File: config.mk
export PLATFORM = sky130hd
export DESIGN_NAME = opcode_sequencer_flat
export DESIGN_NICKNAME = d
export VERILOG_FILES = /design/src/rtl/opcode_sequencer_if.sv /design/src/rtl/opcode_sequencer.sv /design/src/flat_wrapper.sv
export SDC_FILE = /design/constraint.sdc
export NUM_CORES = 1
export LEC_CHECK = 0
export BUFFER_PORTS_ARGS = -buffer_cell sky130_fd_sc_hd__buf_2
export CORE_MARGIN = 5
export CORE_UTILIZATION = 30
export DETAILED_ROUTE_END_ITERATION = 8
export PLACE_DENSITY_LB_ADDON = 0.1
export SETUP_SLACK_MARGIN = 0.4
export SYNTH_ARGS = -nofsm -noshare
export SYNTH_HDL_FRONTEND = slang
export SYNTH_SLANG_ARGS = --single-unit
File: constraint.sdc
create_clock -name clk -period 3.7 [get_ports clk]
set_input_delay 0.74 -clock clk [delete_from_list [all_inputs] [get_ports clk]]
set_output_delay 0.74 -clock clk [all_outputs]
set_load 0.05 [all_outputs]
File: src/rtl/opcode_sequencer_if.sv
// -----------------------------------------------------------------------------
// opcode_sequencer_if
//
// Bundle between instruction fetch, the opcode sequencer and the control unit.
//
//   fetch_opcode  [OPW]  opcode from the fetch stage
//   fetch_valid          fetch_opcode is valid this cycle
//   stall                hazard stall, freezes the sequencer
//   branch_taken         one-cycle pulse from execute (taken branch / jump)
//   int_req              interrupt request, level, held until int_ack
//   opcode_out    [OPW]  opcode presented to the control unit
//   opcode_valid         opcode_out is a real (non-bubble) instruction
//   inj_src       [2]    operand source of injected ops:
//                        00 normal, 01 PC, 10 flags, 11 interrupt vector
//   fetch_hold           fetch must not advance PC this cycle
//   int_ack              one-cycle pulse when the interrupt is accepted
//   busy                 sequencer is in any state other than PASS
//
// Modports:
//   master - the sequencer (drives the decode-side outputs)
//   slave  - the surrounding pipeline (drives fetch/execute-side inputs)
// -----------------------------------------------------------------------------
interface opcode_sequencer_if #(
  parameter int OPW = 9
);

  logic [OPW-1:0] fetch_opcode;
  logic           fetch_valid;
  logic           stall;
  logic           branch_taken;
  logic           int_req;

  logic [OPW-1:0] opcode_out;
  logic           opcode_valid;
  logic [1:0]     inj_src;
  logic           fetch_hold;
  logic           int_ack;
  logic           busy;

  modport master (
    input  fetch_opcode, fetch_valid, stall, branch_taken, int_req,
    output opcode_out, opcode_valid, inj_src, fetch_hold, int_ack, busy
  );

  modport slave (
    output fetch_opcode, fetch_valid, stall, branch_taken, int_req,
    input  opcode_out, opcode_valid, inj_src, fetch_hold, int_ack, busy
  );

endinterface

File: src/rtl/opcode_sequencer.sv
// -----------------------------------------------------------------------------
// opcode_sequencer
//
// Registers fetched opcodes into the decode stage, inserts NOP bubbles after a
// taken branch and injects the hardware interrupt entry sequence
// (PUSH PC, optional PUSH flags, JMP vector).
//
// Parameters:
//   FLUSH_CYCLES  number of NOP bubbles after branch_taken (1..3)
//   OPW           opcode width, fixed at 9 to match the decode interface
//
// Ports:
//   clk    single clock, rising edge
//   rst_n  asynchronous active-low reset
//   bus    opcode_sequencer_if.master (see the interface file for signals)
//
// Build option:
//   FLAGS_PUSH_EN  when defined, interrupt entry also pushes the flags
//                  (PUSH PC, PUSH flags, JMP); otherwise PUSH PC, JMP only.
// -----------------------------------------------------------------------------
module opcode_sequencer #(
  parameter int FLUSH_CYCLES = 1,
  parameter int OPW          = 9
) (
  input logic                 clk,
  input logic                 rst_n,
  opcode_sequencer_if.master  bus
);

  localparam logic [OPW-1:0] OP_NOP  = 9'h000;
  localparam logic [OPW-1:0] OP_PUSH = 9'b011_00000;
  localparam logic [OPW-1:0] OP_JMP  = 9'b100_00100;

  // Counter is loaded with one less than the bubble count: the FLUSH state
  // emits one bubble per cycle, including the cycle in which it reads zero.
  localparam logic [1:0] FLUSH_LOAD = 2'(FLUSH_CYCLES - 1);

  typedef enum logic [2:0] {
    S_PASS      = 3'd0,
    S_FLUSH     = 3'd1,
    S_INT_PC    = 3'd2,
`ifdef FLAGS_PUSH_EN
    S_INT_FLAGS = 3'd3,
`endif
    S_INT_JMP   = 3'd4
  } state_t;

  typedef enum logic [1:0] {
    SRC_NORMAL = 2'b00,
    SRC_PC     = 2'b01,
    SRC_FLAGS  = 2'b10,
    SRC_VECTOR = 2'b11
  } inj_src_t;

  state_t         state_q,   state_d;
  logic [1:0]     cnt_q,     cnt_d;
  logic           pending_q, pending_d;
  logic [OPW-1:0] op_q,      op_d;
  logic           vld_q,     vld_d;
  inj_src_t       src_q,     src_d;
  logic           hold_q,    hold_d;
  logic           ack_q,     ack_d;
  logic           recover;

  // ---------------------------------------------------------------------------
  // Next-state and next-output logic. Outputs are registered, so the values
  // computed here describe the state being entered on the next edge.
  // ---------------------------------------------------------------------------
  // NOTE: every signal written here gets a default first, so no path leaves a
  // variable unassigned and no latch is inferred.
  always_comb begin
    state_d   = state_q;
    cnt_d     = cnt_q;
    pending_d = pending_q;
    op_d      = op_q;
    vld_d     = vld_q;
    src_d     = src_q;
    hold_d    = hold_q;
    ack_d     = ack_q;
    recover   = 1'b0;

    // A stall freezes everything, including the pending int_ack pulse.
    if (!bus.stall) begin
      ack_d = 1'b0;

      case (state_q)
        S_PASS: begin
          if (bus.int_req) pending_d = 1'b1;
          if (bus.branch_taken) begin
            state_d = S_FLUSH;
            cnt_d   = FLUSH_LOAD;
          end else if (pending_q) begin
            // Acceptance clears the request even if int_req is still high.
            state_d   = S_INT_PC;
            ack_d     = 1'b1;
            pending_d = 1'b0;
          end
        end

        S_FLUSH: begin
          if (bus.branch_taken) begin
            cnt_d = FLUSH_LOAD;
          end else if (cnt_q == 2'd0) begin
            state_d = S_PASS;
          end else begin
            cnt_d = cnt_q - 2'd1;
          end
        end

        // Interrupt entry is atomic: branch_taken is not looked at here.
        S_INT_PC: begin
`ifdef FLAGS_PUSH_EN
          state_d = S_INT_FLAGS;
`else
          state_d = S_INT_JMP;
`endif
        end

`ifdef FLAGS_PUSH_EN
        S_INT_FLAGS: state_d = S_INT_JMP;
`endif

        // The slot fetched right after the vector jump is bubbled.
        S_INT_JMP: begin
          state_d = S_FLUSH;
          cnt_d   = FLUSH_LOAD;
        end

        default: begin
          state_d   = S_PASS;
          cnt_d     = 2'd0;
          pending_d = 1'b0;
          recover   = 1'b1;
        end
      endcase

      case (state_d)
        S_PASS: begin
          op_d   = recover ? OP_NOP : bus.fetch_opcode;
          vld_d  = recover ? 1'b0   : bus.fetch_valid;
          src_d  = SRC_NORMAL;
          hold_d = 1'b0;
        end
        S_INT_PC: begin
          op_d   = OP_PUSH;
          vld_d  = 1'b1;
          src_d  = SRC_PC;
          hold_d = 1'b1;
        end
`ifdef FLAGS_PUSH_EN
        S_INT_FLAGS: begin
          op_d   = OP_PUSH;
          vld_d  = 1'b1;
          src_d  = SRC_FLAGS;
          hold_d = 1'b1;
        end
`endif
        S_INT_JMP: begin
          op_d   = OP_JMP;
          vld_d  = 1'b1;
          src_d  = SRC_VECTOR;
          hold_d = 1'b1;
        end
        default: begin  // S_FLUSH
          op_d   = OP_NOP;
          vld_d  = 1'b0;
          src_d  = SRC_NORMAL;
          hold_d = 1'b0;
        end
      endcase
    end
  end

  // ---------------------------------------------------------------------------
  // State and output registers
  // ---------------------------------------------------------------------------
  // NOTE: sequential state uses non-blocking assignments so every register
  // samples the pre-edge values, independent of statement order.
  always_ff @(posedge clk or negedge rst_n) begin
    if (!rst_n) begin
      state_q   <= S_PASS;
      cnt_q     <= 2'd0;
      pending_q <= 1'b0;
      op_q      <= OP_NOP;
      vld_q     <= 1'b0;
      src_q     <= SRC_NORMAL;
      hold_q    <= 1'b0;
      ack_q     <= 1'b0;
    end else begin
      state_q   <= state_d;
      cnt_q     <= cnt_d;
      pending_q <= pending_d;
      op_q      <= op_d;
      vld_q     <= vld_d;
      src_q     <= src_d;
      hold_q    <= hold_d;
      ack_q     <= ack_d;
    end
  end

  assign bus.opcode_out   = op_q;
  assign bus.opcode_valid = vld_q;
  assign bus.inj_src      = src_q;
  assign bus.fetch_hold   = hold_q;
  // The acknowledge is held in its register across a stall and only shown
  // once the stall drops, so the requester never sees it twice.
  assign bus.int_ack      = ack_q & ~bus.stall;
  assign bus.busy         = (state_q != S_PASS);

endmodule
File: src/flat_wrapper.sv
// flat-port wrapper written by rule: the top's interface ports become plain ports
module opcode_sequencer_flat 
#(
  parameter int FLUSH_CYCLES = 1,
  parameter int OPW          = 9
)
  (clk, rst_n, bus_fetch_opcode, bus_fetch_valid, bus_stall, bus_branch_taken, bus_int_req, bus_opcode_out, bus_opcode_valid, bus_inj_src, bus_fetch_hold, bus_int_ack, bus_busy);
  opcode_sequencer_if #(.OPW(OPW)) bus_i ();
  input logic clk;
  input logic rst_n;
  input wire logic [$bits(bus_i.fetch_opcode)-1:0] bus_fetch_opcode;
  input wire logic [$bits(bus_i.fetch_valid)-1:0] bus_fetch_valid;
  input wire logic [$bits(bus_i.stall)-1:0] bus_stall;
  input wire logic [$bits(bus_i.branch_taken)-1:0] bus_branch_taken;
  input wire logic [$bits(bus_i.int_req)-1:0] bus_int_req;
  output wire logic [$bits(bus_i.opcode_out)-1:0] bus_opcode_out;
  output wire logic [$bits(bus_i.opcode_valid)-1:0] bus_opcode_valid;
  output wire logic [$bits(bus_i.inj_src)-1:0] bus_inj_src;
  output wire logic [$bits(bus_i.fetch_hold)-1:0] bus_fetch_hold;
  output wire logic [$bits(bus_i.int_ack)-1:0] bus_int_ack;
  output wire logic [$bits(bus_i.busy)-1:0] bus_busy;
  assign bus_i.fetch_opcode = bus_fetch_opcode;
  assign bus_i.fetch_valid = bus_fetch_valid;
  assign bus_i.stall = bus_stall;
  assign bus_i.branch_taken = bus_branch_taken;
  assign bus_i.int_req = bus_int_req;
  assign bus_opcode_out = bus_i.opcode_out;
  assign bus_opcode_valid = bus_i.opcode_valid;
  assign bus_inj_src = bus_i.inj_src;
  assign bus_fetch_hold = bus_i.fetch_hold;
  assign bus_int_ack = bus_i.int_ack;
  assign bus_busy = bus_i.busy;
  opcode_sequencer #(.FLUSH_CYCLES(FLUSH_CYCLES), .OPW(OPW)) u_core (.clk(clk), .rst_n(rst_n), .bus(bus_i));
endmodule
==> impl_metrics.py <==
metrics = {
    "layout": {
        "antennaDiodeCount": 0,
        "stdcell_count": 178,
        "fin_area_um2": 1150,
        "nets": 151,
        "final_layout_size_suffix_gt1_frac": 0.276,
        "syn_to_final_growth_pct": 20.5,
        "fill_cells": 339,
    },
    "cts": {
        "cts_setup_buffers": 0,
        "cts_hold_buffers": 0,
        "cts.reportedPaths.clkPinSlew_ps": 110,
        "clk_latency_ps": 290,
        "cts_root_buf": "clkbuf_4",
        "cts_tree": "done",
        "cts_num_sinks": 19,
        "ctsResizeCount": 0,
        "cts_buffer_depth": 2,
        "cts_buffers": 3,
        "h-tree-depth": 1,
    },
    "worst_setup_path": {
        "crit_start": "u_core.state_q[1]",
        "r2r_cells": 4,
        "crit_path_top_delay_cell": "dfrtp_1",
        "r2r_start": "u_core.state_q[1]",
        "worst-path-max-fanout": 12,
        "required_ps": 2960,
        "cp_data_arrival_time_ps": 1490,
        "reg2reg_slack_ps": 1910,
        "path_delay_family": "flip-flops",
        "worst-path-buf-inv": 1,
        "critical_path_class": "flop to output pin",
        "cp-start-kind": "flop",
        "crit_chain": "or3_1 > buf_2",
        "r2r_end": "u_core.bus.opcode_out[6]",
        "worstSetupEndpointType": "output pin",
        "cp_slowest_stage_delay_ps": 530,
    },
    "global_routing": {
        "grt_pass1_vias": 852,
        "grt.overflow.total": 0,
        "grt_max_degree": 32,
        "grtUsageTotal": 0.110,
        "grt_pass1_wl_um": 3800,
        "grt_antenna_before_repair": 0,
    },
    "placed_design": {
        "io_buffers": 29,
        "dp_slack_ps": 1500,
        "dpl_cell_area_um2": 1120,
        "place_congestion": 0.812,
        "dpl.hpwl_um": 1590,
        "numPlacedInstances": 174,
    },
    "sta": {
        "worst_pin_slew_ps": 566,
        "relSlewSlack": 0.622,
        "slew_viol_final": 0,
        "final.setup.worst_slack_ps": 1470,
        "finalHoldViolCount": 0,
        "setup_viol": 0,
        "clock_skew_ps": 1.67,
        "fin_crit_ps": 2230,
        "rsz0062_at_grt": "no",
        "max_freq_ghz": 0.448,
        "finalCritPeriodShare": 0.603,
        "setup_tns_ps": 0,
    },
    "routing": {
        "vias_per_cell": 4.60,
        "wl_per_cell_um": 12.3,
        "vias": 819,
        "ant_nets": 0,
        "wirelength_um": 2190,
        "drc": 0,
        "drt_iter0_markers": 31,
        "drt-pass1-iter-count": 4,
    },
    "synthesis": {
        "synthCells": 108,
        "syn_area_um2": 953,
        "ys_types": 28,
        "synth.net_count": 124,
        "ys_seq_elements": 19,
        "avgSynthCellArea_um2": 8.83,
        "yosysWarnings": 0,
        "seq_area_frac_synth": 0.499,
    },
    "min_path": {
        "hp-class": "primary input to asynchronous set/reset pin",
    },
    "power_and_ir_drop": {
        "clkPwrFrac": 0.119,
        "combPwrFrac": 0.519,
        "switchingPower_mw": 0.451,
        "peakVddDrop_uv": 217,
        "powerDensity_nw_per_um2": 782,
        "finalPower_mw": 0.898,
        "power.leakage_nw": 0.542,
        "p_seq_frac": 0.361,
        "power.internal_mw": 0.447,
        "swShare": 0.502,
    },
    "floorplan": {
        "start_util": 0.312,
        "die_h_um": 66.4,
        "num_io_pins": 30,
        "core_um2": 3050,
        "num_rows": 20,
        "fp.dieW_um": 66.4,
        "dieArea_um2": 4410,
    },
    "outcome": {
        "status": "completed",
    },
    "job": {
        "max-cap-violations": 0,
    },
}
-- sequential cells by signal, summed over array words and instances (netlist names) --
name / flops
u_core.bus.inj_src: 2
u_core.cnt_q: 2
u_core.pending_q: 1
u_core.bus.opcode_valid: 1
u_core.state_q: 3
u_core.ack_q: 1
u_core.bus.opcode_out: 9
-- cell usage after synthesis --
cell,number,area [um^2]
nor2_1,4,15.0
nor2b_1,5,31.3
nand3_1,1,5.00
clkbuf_1,4,15.0
a211oi_1,1,7.51
nand2_1,21,78.8
or3_1,2,12.5
a2111oi_4,1,27.5
inv_1,5,18.8
xnor2_1,1,8.76
a21o_1,2,15.0
inv_2,2,7.51
dfrtp_1,19,475
o21ai_0,9,45.0
ha_1,1,12.5
a41oi_1,1,8.76
o22ai_1,1,6.26
buf_2,2,10.0
o21ai_1,7,35.0
o211ai_1,1,7.51
buf_4,1,7.51
nor3_1,1,5.00
mux2i_1,1,10.0
o31ai_1,2,15.0
a31oi_1,2,12.5
or2_4,1,8.76
a21oi_1,9,45.0
nand4_1,1,6.26
-- metal layers --
| metal | vias to the layer above | global-route usage | part of all wire |
|---|---|---|---|
| met5 | - | 0 | 0 |
| li1 | 422 | - | - |
| met2 | 14 | 0.197 | 0.49 |
| met1 | 381 | 0.127 | 0.47 |
| met4 | 0 | 0.0406 | 0.0087 |
| met3 | 2 | 0.0221 | 0.039 |
-- through the flow --
step	utilization	hold slack, ps
after detailed placement	0.367	469
final	0.376	363
after global routing	0.376	392
after global placement	0.367	461
after floorplan	-	444
after CTS	0.376	377
-- power by group through the flow --
| stage | Sequential, mW | Combinational [mW] | Clock, mW |
|---|---|---|---|
| after global routing | 0.336 | 0.508 | 0.121 |
| after detailed placement | 0.330 | 0.470 | 0 |
| after CTS | 0.326 | 0.472 | 0.111 |
| after global placement | 0.327 | 0.469 | 0 |
| final | 0.324 | 0.466 | 0.107 |
| after floorplan | 0.443 | 0.253 | 0 |
-- worst max path at each step --
stage	end	slack [ps]	cells past startpoint
global placement	bus_int_ack	1520	3
finish	bus_busy	1470	2
detailed placement	bus_int_ack	1500	3
floorplan	bus_int_ack	1330	2
global route	bus_busy	1390	2
CTS	bus_busy	1440	2
-- area by class of cell --
cell class	count	area [um^2]	share of cell area
Multi-Input combinational cell	75	419	0.365
Tap cell	44	55.1	0.0479
Sequential cell	19	475	0.414
Clock inverter	1	5.00	0.00436
Timing Repair Buffer	29	145	0.126
Clock buffer	3	22.5	0.0196
Inverter	7	26.3	0.0229
-- cell families (layout without fill, tap and decap cells) --
| logic type | count (synthesis) | after routing | share of synthesized area |
|---|---|---|---|
| buf+inv | 14 | 40 | 0.0617 |
| fa+ha+maj | 1 | 1 | 0.0131 |
| compound gates | 36 | 36 | 0.236 |
| mux | 1 | 1 | 0.0105 |
| flops | 19 | 19 | 0.499 |
| simple gates | 36 | 36 | 0.171 |
| xor+xnor | 1 | 1 | 0.00919 |
-- layout by cell type (no fill, tap or decap), drive strengths merged, types with 2 or more instances in the layout --
cell,Yosys,final
o21ai,16,16
a21o,2,2
inv,7,7
clkbuf,4,3
dfrtp,19,19
o31ai,2,2
a21oi,9,9
nor2b,5,5
nor2,4,4
nand2,21,21
a31oi,2,2
or3,2,2
buf,3,29
Power figures use the tool's default switching activity.
